`src/rtl/alu_pkg.sv`:
```
// Shared ALU datapath types and constants: sequencer states, operation encoding,
// and default operand/chunk widths shared with the combinational add unit.
package alu_pkg;

  typedef enum logic [1:0] {
    IDLE = 2'd0,
    CALC = 2'd1,
    DONE = 2'd2
  } state_e;

  localparam logic OP_ADD = 1'b0;
  localparam logic OP_SUB = 1'b1;

  localparam int DEF_WIDTH = 64;
  localparam int DEF_CHUNK = 16;

endpackage

```
`src/rtl/add_chunk.sv`:
```
// CHUNK-bit ripple slice used once per cycle by the sequential add/subtract unit.
module add_chunk #(
  parameter int CHUNK = 16
) (
  input  logic [CHUNK-1:0] a,
  input  logic [CHUNK-1:0] b,
  input  logic             cin,
  output logic [CHUNK-1:0] sum,
  output logic             cout
);

  logic [CHUNK:0] total;

  assign total = {1'b0, a} + {1'b0, b} + {{CHUNK{1'b0}}, cin};
  assign sum   = total[CHUNK-1:0];
  assign cout  = total[CHUNK];

endmodule

```
`src/rtl/add_sub_seq.sv`:
```
// Multi-cycle WIDTH-bit add/subtract: one CHUNK-bit slice per clock through a single
// narrow adder, operands shifted down and result shifted in from the top.
module add_sub_seq
  import alu_pkg::*;
#(
  parameter int WIDTH = DEF_WIDTH,
  parameter int CHUNK = DEF_CHUNK
) (
  input  logic             clk,
  input  logic             rst_n,
  input  logic             in_valid,
  output logic             in_ready,
  input  logic [WIDTH-1:0] A,
  input  logic [WIDTH-1:0] B,
  input  logic             select,
  output logic             out_valid,
  input  logic             out_ready,
  output logic [WIDTH-1:0] Result,
  output logic             carry_out,
  output logic             overflow,
  output logic             zero
);

  localparam int NCHUNK = WIDTH / CHUNK;
  localparam int CW     = (NCHUNK > 1) ? $clog2(NCHUNK) : 1;

  if (((WIDTH % CHUNK) != 0) || (NCHUNK < 2)) begin : g_param_err
    $error("add_sub_seq: WIDTH must be a multiple of CHUNK with at least two chunks");
  end

  state_e           state_q, state_d;
  logic [CW-1:0]    cnt_q, cnt_d;
  logic             carry_q, carry_d;
  logic [WIDTH-1:0] a_q, a_d;
  logic [WIDTH-1:0] b_q, b_d;
  logic [WIDTH-1:0] res_q, res_d;
  logic             cout_q, cout_d;
  logic             ovf_q, ovf_d;
  logic             zero_q, zero_d;

  logic [CHUNK-1:0] sum_w;
  logic             cout_w;

  add_chunk #(.CHUNK(CHUNK)) u_add_chunk (
    .a    (a_q[CHUNK-1:0]),
    .b    (b_q[CHUNK-1:0]),
    .cin  (carry_q),
    .sum  (sum_w),
    .cout (cout_w)
  );

  always_comb begin
    state_d = state_q;
    cnt_d   = cnt_q;
    carry_d = carry_q;
    a_d     = a_q;
    b_d     = b_q;
    res_d   = res_q;
    cout_d  = cout_q;
    ovf_d   = ovf_q;
    zero_d  = zero_q;
    case (state_q)
      IDLE: begin
        if (in_valid) begin
          // SUB is A + ~B + 1: invert B once here and seed the carry with select.
          a_d     = A;
          b_d     = (select == OP_SUB) ? ~B : B;
          carry_d = (select == OP_SUB);
          cnt_d   = '0;
          state_d = CALC;
        end
      end
      CALC: begin
        a_d     = a_q >> CHUNK;
        b_d     = b_q >> CHUNK;
        res_d   = {sum_w, res_q[WIDTH-1:CHUNK]};
        carry_d = cout_w;
        cnt_d   = cnt_q + CW'(1);
        if (cnt_q == CW'(NCHUNK - 1)) begin
          // On the last slice the low chunk of a_q/b_q holds the operand MSBs.
          state_d = DONE;
          cout_d  = cout_w;
          ovf_d   = (a_q[CHUNK-1] == b_q[CHUNK-1]) && (sum_w[CHUNK-1] != a_q[CHUNK-1]);
          zero_d  = ~|res_d;
        end
      end
      DONE: begin
        if (out_ready) state_d = IDLE;
      end
      default: state_d = IDLE;
    endcase
  end

  always_ff @(posedge clk or negedge rst_n) begin
    if (!rst_n) begin
      state_q <= IDLE;
      cnt_q   <= '0;
      carry_q <= 1'b0;
      a_q     <= '0;
      b_q     <= '0;
      res_q   <= '0;
      cout_q  <= 1'b0;
      ovf_q   <= 1'b0;
      zero_q  <= 1'b0;
    end else begin
      state_q <= state_d;
      cnt_q   <= cnt_d;
      carry_q <= carry_d;
      a_q     <= a_d;
      b_q     <= b_d;
      res_q   <= res_d;
      cout_q  <= cout_d;
      ovf_q   <= ovf_d;
      zero_q  <= zero_d;
    end
  end

  assign in_ready  = (state_q == IDLE);
  assign out_valid = (state_q == DONE);
  assign Result    = res_q;
  assign carry_out = cout_q;
  assign overflow  = ovf_q;
  assign zero      = zero_q;

endmodule

```
`config.mk`:
```
export PLATFORM = sky130hd
export DESIGN_NAME = add_sub_seq
export DESIGN_NICKNAME = d
export VERILOG_FILES = /design/src/rtl/alu_pkg.sv /design/src/rtl/add_chunk.sv /design/src/rtl/add_sub_seq.sv
export SDC_FILE = /design/constraint.sdc
export NUM_CORES = 1
export LEC_CHECK = 0
export CAP_MARGIN = 20
export CORE_MARGIN = 1.5
export CORE_UTILIZATION = 30
export DETAILED_ROUTE_END_ITERATION = 6
export GPL_TIMING_DRIVEN = 0
export PLACE_DENSITY = 0.5
export SLEW_MARGIN = 30
export SYNTH_ARGS = -nofsm -noshare
export SYNTH_HDL_FRONTEND = slang
export SYNTH_HIERARCHICAL = 1
export SYNTH_SLANG_ARGS = --single-unit
```
`constraint.sdc`:
```
create_clock -name clk -period 3.95 [get_ports clk]
set_clock_uncertainty 0.1 [all_clocks]
set_input_delay 0.5925 -clock clk [delete_from_list [all_inputs] [get_ports clk]]
set_output_delay 0.5925 -clock clk [all_outputs]
set_load 0.005 [all_outputs]
```
Word-level counts from Yosys, hierarchy flattened
Index checks and enable logic that the tools add are counted.
{"block": "op_classes", "n_reduce_logical": 8, "n_addsub": 3, "eq_ne": 8, "bitwise_logic": 1, "mux": 13}
{"cell": "$pmux 64 s2", "count": 2}
{"cell": "$mux 64", "count": 3}
{"cell": "$not 64->64", "count": 1}
{"cell": "$reduce_or 64->1", "count": 1}
{"cell": "$add 16x16->17", "count": 1}
{"cell": "$add 17x1->17", "count": 1}
{"cell": "$mux 2", "count": 4}
{"cell": "$pmux 2 s3", "count": 1}
{"cell": "$eq 2x2->1 const B", "count": 2}
{"cell": "$ne 2x2->1 const B", "count": 2}
{"cell": "$pmux 2 s2", "count": 1}
{"cell": "$reduce_and 2->1", "count": 2}
{"cell": "$reduce_and 3->1", "count": 1}
{"cell": "$add 2x1->2 const B", "count": 1}
{"cell": "$eq 2x1->1 const B", "count": 1}
{"cell": "$logic_not 2->1", "count": 1}
{"cell": "$ne 2x1->1 const B", "count": 1}
{"cell": "$pmux 1 s2", "count": 1}
{"cell": "$reduce_bool 2->1", "count": 1}
{"cell": "$eq 1x1->1", "count": 1}
{"cell": "$logic_and 1x1->1", "count": 1}
{"cell": "$logic_not 1->1", "count": 1}
{"cell": "$mux 1", "count": 1}
{"cell": "$ne 1x1->1", "count": 1}
{"block": "totals", "inputBits": 133, "ff_bits": 200}

Depth between registers and ports, before layout
Gate-level depths: netlist of the first run.
{"block": "depth", "word_depth": 4, "mapped_depth": 11}

By module
The synthesis of the first run kept the hierarchy.
{"module": "add_sub_seq", "cells_per_inst": 940, "area_each_um2": 9182.6, "instances": 1, "seq_area_each_um2": 5004.8}
{"module": "add_chunk", "cells_per_inst": 94, "area_each_um2": 747.0, "instances": 1, "seq_area_each_um2": 0.0}

Worst setup path after synthesis of the first run
No wires, ideal clock.
{"block": "synth_path", "kind": "register -> register", "start": "register a_q[0]", "end": "register zero_q, in the netlist zero", "synth_period_minus_slack_ns": 3.214, "path_buffers": 0, "setup_slack_ns": 0.736, "path_stages_with_launch": 12, "arrival_time_ns": 3.038, "setup_time_ns": 0.076, "path_cell_list": "dfrtp_1 fa_1 fa_1 a21o_1 a221o_2 a21o_1 a21oi_2 xnor2_1 nor4_1 nand4_1 or4_1 o21ai_1"}
{"block": "synth_between", "elab_chain_len": 4}
{"element": "start: declaration", "line_no": "add_sub_seq.sv:34", "rtl": "logic [WIDTH-1:0] a_q, a_d;"}
{"element": "start signal: assignment", "line_no": "add_sub_seq.sv:99", "rtl": "a_q <= '0;"}
{"element": "start signal: assignment", "line_no": "add_sub_seq.sv:109", "rtl": "a_q <= a_d;"}
{"element": "$add 16x16->17", "line_no": "add_chunk.sv:14", "rtl": "assign total = {1'b0, a} + {1'b0, b} + {{CHUNK{1'b0}}, cin};"}
{"element": "$add 17x1->17", "line_no": "add_chunk.sv:14"}
{"element": "via sum_w[8]", "line_no": "add_sub_seq.sv:41", "rtl": "logic [CHUNK-1:0] sum_w;"}
{"element": "$reduce_or 64->1", "line_no": "add_sub_seq.sv:84", "rtl": "zero_d = ~|res_d;"}
{"element": "$logic_not 1->1", "line_no": "add_sub_seq.sv:84"}
{"element": "end signal: assignment", "line_no": "add_sub_seq.sv:114", "rtl": "zero_q <= zero_d;"}
{"element": "end: declaration", "line_no": "add_sub_seq.sv:39", "rtl": "logic zero_q, zero_d;"}
The timed path passes the listed nets, and every way through them passes these cells.
A chain may end at the register's enable or synchronous reset.

Worst setup path in the final report of the first run
Ends and elaborated chain as after synthesis.

==> results of run 1 <==
per-layer routing:
metal / wire length (um) / global-route usage [%]
met5: 17 / 0
met1: 14600 / 25.2
met3: 1270 / 3.15
met2: 14000 / 29.5
met4: 843 / 6.63
worst max-delay path, cell delays in order (launching register included):
cell,delay (ns)
dfrtp_1,0.41
fa_1,0.49
fa_1,0.42
a21o_1,0.21
a221o_2,0.39
a21o_1,0.20
a21oi_2,0.14
xnor2_1,0.09
nor4_1,0.36
nand4_1,0.14
or4_1,0.49
o21ai_1,0.12
layout make-up:
class	instances	area (um^2)	share of cell area [%]
tap	442	553	4.18
timing repair buffer	203	2070	15.7
sequential	200	5000	37.8
multi-input combinational	754	4560	34.5
buffer	79	357	2.70
clock inverter	15	244	1.85
clock buffer	17	425	3.22
inverter	1	3.75	0.0284
worst min path at each step:
| stage | startpoint | endpoint | slack (ns) |
|---|---|---|---|
| floorplan | rst_n | Result[0] | 0.20 |
| global placement | Result[12] | Result[12] | 0.36 |
| detailed placement | Result[3] | Result[3] | 0.36 |
| CTS | Result[6] | Result[6] | 0.38 |
| global route | Result[3] | Result[3] | 0.39 |
| finish | Result[11] | Result[11] | 0.38 |
cells by family (layout without fill, tap and decap cells):
family                   Yosys count  count (layout)
buffers and inverters             80             315
adder cells (fa/ha/maj)           18              18
AO/OA/AOI/OAI                    306             306
flip-flops                       200             200
AND/OR/NAND/NOR                  351             351
XOR/XNOR                          78              78
multiplexers                       1               1
timing repair:
action | in CTS | in global routing
hold buffers | 1 | 0
resized for setup | 0 | 0
endpoints found under the hold margin | 45 | 0
sequential cells by signal, summed over array words and instances (netlist names):
register	count
Result	64
b_q	64
zero	1
carry_q	1
state_q	2
overflow	1
carry_out	1
a_q	64
cnt_q	2
stage by stage:
step           utilization (%)  std cells  hold WS (ns)
5_1_grt                   40.6       1711         0.391
4_1_cts                   40.6       1711         0.383
2_1_floorplan                -       1034         0.197
6_report                  40.6       1711         0.378
3_3_place_gp              38.4       1676         0.358
3_5_place_dp              38.6       1678         0.362
cell usage in the layout, fill, tap and decap left out, types with 3 or more instances in the layout:
cell type and instances:
nand2_1 232, dfrtp_1 200, clkdlybuf4s50_1 199, a21oi_1 80, nor2b_1 71, a22oi_1 64, o21ai_0 61, xnor2_1 40
buf_2 39, xor2_1 38, clkbuf_1 34, a22o_1 33, o22a_1 32, clkbuf_16 17, ha_1 16, o21ai_1 12
nor4_1 12, nor2_1 10, a21o_1 9, nand4_1 7, clkinv_8 6, buf_1 4, nor4_2 4, inv_8 4
o211ai_1 3
where the power goes:
group | leakage, uW | switching (uW) | total (uW) | internal (uW)
combinational | 0.00295 | 2720 | 4980 | 2260
sequential | 0.00254 | 823 | 3790 | 2960
clock | 0.000322 | 961 | 1960 | 1000
==> metrics.cfg, run 1 <==
[logic_synthesis]
synthMuxAreaShare_pct = 0.113
synth-seq-area-share_pct = 50.4
yosysMostFrequentCell = nand2_1
yosys_register_bits = 200
synth_top_family_by_area = compound AO/OA/AOI/OAI gates
synth_cell_types = 44
synth_compound_area_share_pct = 20.2
yosysWarnings = 6
synth-xor-area-share_pct = 6.88
yosysTopAreaCellShare_pct = 50.4
async_reset_ff_share_pct = 100
synth_nets = 1185
synth_commonest_cells = nand2_1, dfrtp_1, a21oi_1
synth_flop_cell = dfrtp_1
netlist_top_cells_area = dfrtp_1, nand2_1, a22oi_1, nor2b_1, a21oi_1
avgSynthCellArea_um2 = 9.60
synth_cells = 1034
synth-simple-area-share_pct = 16.3
syn_area_mm2 = 0.00993
synth_area_leader_cell = dfrtp_1
synth_edf_count = 0
yosys.area_share.adder_pct = 2.42

[cts]
clock-sinks = 200
clockRootBuffer = clkbuf_16
clk_latency_ns = 0.44
numCtsBuffers = 17
cts.clk_slew.worst_paths_ns = 0.08
cts.path.max_buffers = 2
cts_setup_buffers = 0
cts_tree = yes
htree_levels = 4

[route]
wl_per_cell_um = 18.0
drt_wl_total_um = 30800
avgViaCountPerCell = 4.80
drc = 0
drt-initial-drc-count = 464
dr.pass1.iters = 7
vias = 8216
ant_nets = 0

[power]
power_uw = 10700
pwr_density_cell_mw_per_mm2 = 811
peakVddDrop_uv = 414
cellLeakagePower_uw = 0.00581

[cells_and_area]
antenna_cells = 0
layout.nets = 1407
fillCellCount = 3281
syn_to_final_growth_pct = 33.2
fin_area_mm2 = 0.0132
layout-drive-gt1-share_pct = 6.93

[worst_setup_path]
ff2ff_setup_slack_ns = 0.30
start_kind = flip-flop
path_max_fanout = 4
reg2reg_to = zero
path_class = reg2reg
rr_worst_depth = 11
reg2reg_from = a_q[0]
arrival_ns = 3.91
startpoint = a_q[0]
required_ns = 4.21
crit_path_end = zero
end_kind = flip-flop

[placement]
port_buffers = 200
place_area_mm2 = 0.0125
pre_cts_slack_ns = 0.323
dp_hpwl_um = 23900
gp_congestion = 0.809

[run]
maxCapViolCount = 0

[floorplan]
core_mm2 = 0.0325
start_util_pct = 30.5
num_rows = 66
fp.dieH_um = 185
die_w_um = 185
dieArea_mm2 = 0.0342
ios = 202

[global_route]
grt_max_degree = 84
grt_pass1_vias = 8365
gr-usage-all-layers_pct = 18.5
grt_overflow_total = 0
antenna_found_initial = 1
grt_pass1_wl_um = 48200

[timing]
setup_viol = 0
max_clock_freq_mhz = 274
slew_violations = 0
min_period_over_period_pct = 92.3
tns_ns = 0
worst_pin_slew_ns = 0.612
finalHoldViolations = 0
fin_crit_ns = 3.65
rsz0062_at_grt = no
worst_slack_ns = 0.303
slew_headroom_pct = 59.2

[min_path]
hold_depth = 2
hold_class = reg2reg

[outcome]
status = finished clean

(Power assumes the default switching activity.)
==> run 2, diff against run 1 <==
CORE_MARGIN = 2   (was 1.5)
SKIP_CTS_REPAIR_TIMING = 1   (was default)
==> run 2 against run 1 <==
Compared with the run above:
- first-iteration DRC count up 11%
- total power down 0.23%
- critical path depth unchanged
- non-clock buffer count down 1
- worst setup slack better by 0.038 ns
- sequential share of layout area up 0.10 points
- register-to-register slack better by 0.04 ns
- clock-buffer cell count unchanged
- sequential power about the same
- final cell count about the same
- combinational power about the same
- utilization down 0.11 points
- highest routed layer unchanged
==> metrics.cfg, run 2 (synthesis results as in run 1) <==
[route]
drt_wl_total_um = 31000
drt-initial-drc-count = 517
avgViaCountPerCell = 4.80
vias = 8209
wl_per_cell_um = 18.2
ant_nets = 0
drc = 0
dr.pass1.iters = 4

[global_route]
gr-usage-all-layers_pct = 18.5
antenna_found_initial = 1
grt_pass1_vias = 8172
grt_pass1_wl_um = 48600
grt_max_degree = 74
grt_overflow_total = 0

[min_path]
hold_class = in2async

[timing]
max_clock_freq_mhz = 277
tns_ns = 0
setup_viol = 0
slew_violations = 0
finalHoldViolations = 0
worst_pin_slew_ns = 0.600
slew_headroom_pct = 60.0
min_period_over_period_pct = 91.4
fin_crit_ns = 3.61
worst_slack_ns = 0.342
rsz0062_at_grt = no

[outcome]
status = finished clean

[cells_and_area]
final_cell_mix = nand2_1, dfrtp_1, clkdlybuf4s50_1
antenna_cells = 0
layout-drive-gt1-share_pct = 6.94
instances_no_fill = 1710
utilization_pct = 40.5
final_common_cell = nand2_1
layout.nets = 1406
syn_to_final_growth_pct = 32.8

[placement]
gp_congestion = 0.811
pre_cts_slack_ns = 0.341
dp_hpwl_um = 24100
port_buffers = 200
dp_cells = 1678

[cts]
cts.path.max_buffers = 2
clock-sinks = 200
cts.clk_slew.worst_paths_ns = 0.09
numCtsBuffers = 17
clk_latency_ns = 0.45
cts_tree = yes
clockRootBuffer = clkbuf_16
htree_levels = 4

[worst_setup_path]
slowest_delay_ns = 0.50
ff2ff_setup_slack_ns = 0.34
rr_worst_depth = 11
path_class = reg2reg
path_max_fanout = 4
end_kind = flip-flop
path_cells = fa_1, fa_1, a21o_1, a221o_2, a21o_1, a21oi_2, xnor2_1, nor4_1, nand4_1, or4_1, o21ai_1
arrival_ns = 3.87
reg2reg_from = a_q[0]
required_ns = 4.21
slowest_stage = or4_1
start_kind = flip-flop
reg2reg_to = zero

[floorplan]
ios = 202
num_rows = 66
core_mm2 = 0.0325
fp.dieH_um = 186
start_util_pct = 30.5
dieArea_mm2 = 0.0346
die_w_um = 186

[power]
pwr_density_cell_mw_per_mm2 = 812
cellLeakagePower_uw = 0.00580
power_uw = 10700
peakVddDrop_uv = 402

[run]
maxCapViolCount = 0

## run 2: cell count changes in the layout (fill, tap and decap cells not counted), sizes merged
cell,change
inv,+1
dlygate4sd3,-1
clkinv,-1
## run 2: through the flow
stage,area [um^2],hold slack (ns)
4_1_cts,13200,0.0293
5_1_grt,13200,0.0423
3_5_place_dp,12500,0.363
3_3_place_gp,12500,0.358
2_1_floorplan,9930,0.197
6_report,13200,0.0124
## run 2: critical path: cells and delay by family (launching register included)
kind	cells	cell delay [ns]
simple gates	3	0.94
xor+xnor	1	0.09
flops	1	0.41
compound gates	5	1.07
fa+ha+maj	2	0.92
## run 2: power by group
group | switching, uW | internal (uW) | leakage [uW] | total [uW]
combinational | 2740 | 2260 | 0.00294 | 5000
clock | 926 | 986 | 0.000313 | 1910
sequential | 830 | 2960 | 0.00254 | 3790
## run 2: worst max-delay path by stage
stage	slack [ns]	startpoint	end	cells after the start
3_5_place_dp	0.34	a_q[0]	zero	11
3_3_place_gp	-6.67	rst_n	b_q[55]	1
6_report	0.34	a_q[0]	zero	11
4_1_cts	0.31	a_q[0]	zero	11
2_1_floorplan	0.74	a_q[0]	zero	11
5_1_grt	0.15	a_q[0]	zero	11
## run 2: area by class of cell
type                       instances  area [um^2]
buffer                            79          357
clock buffer                      17          425
clock inverter                    15          219
fill                            3320        19300
inverter                           1         3.75
multi-input combinational        754         4560
sequential                       200         5000
tap                              442          553
timing repair buffer             202         2060
## run 2: metal layers
metal | wire, um | global-route usage, % | up-vias | share of wire (%)
met5 | 16 | 0 | - | 0.052
met1 | 14700 | 25.5 | 3913 | 47
met2 | 14600 | 30.6 | 200 | 47
met4 | 334 | 3.75 | 2 | 1.1
li1 | - | - | 4073 | -
met3 | 1390 | 3.31 | 21 | 4.5
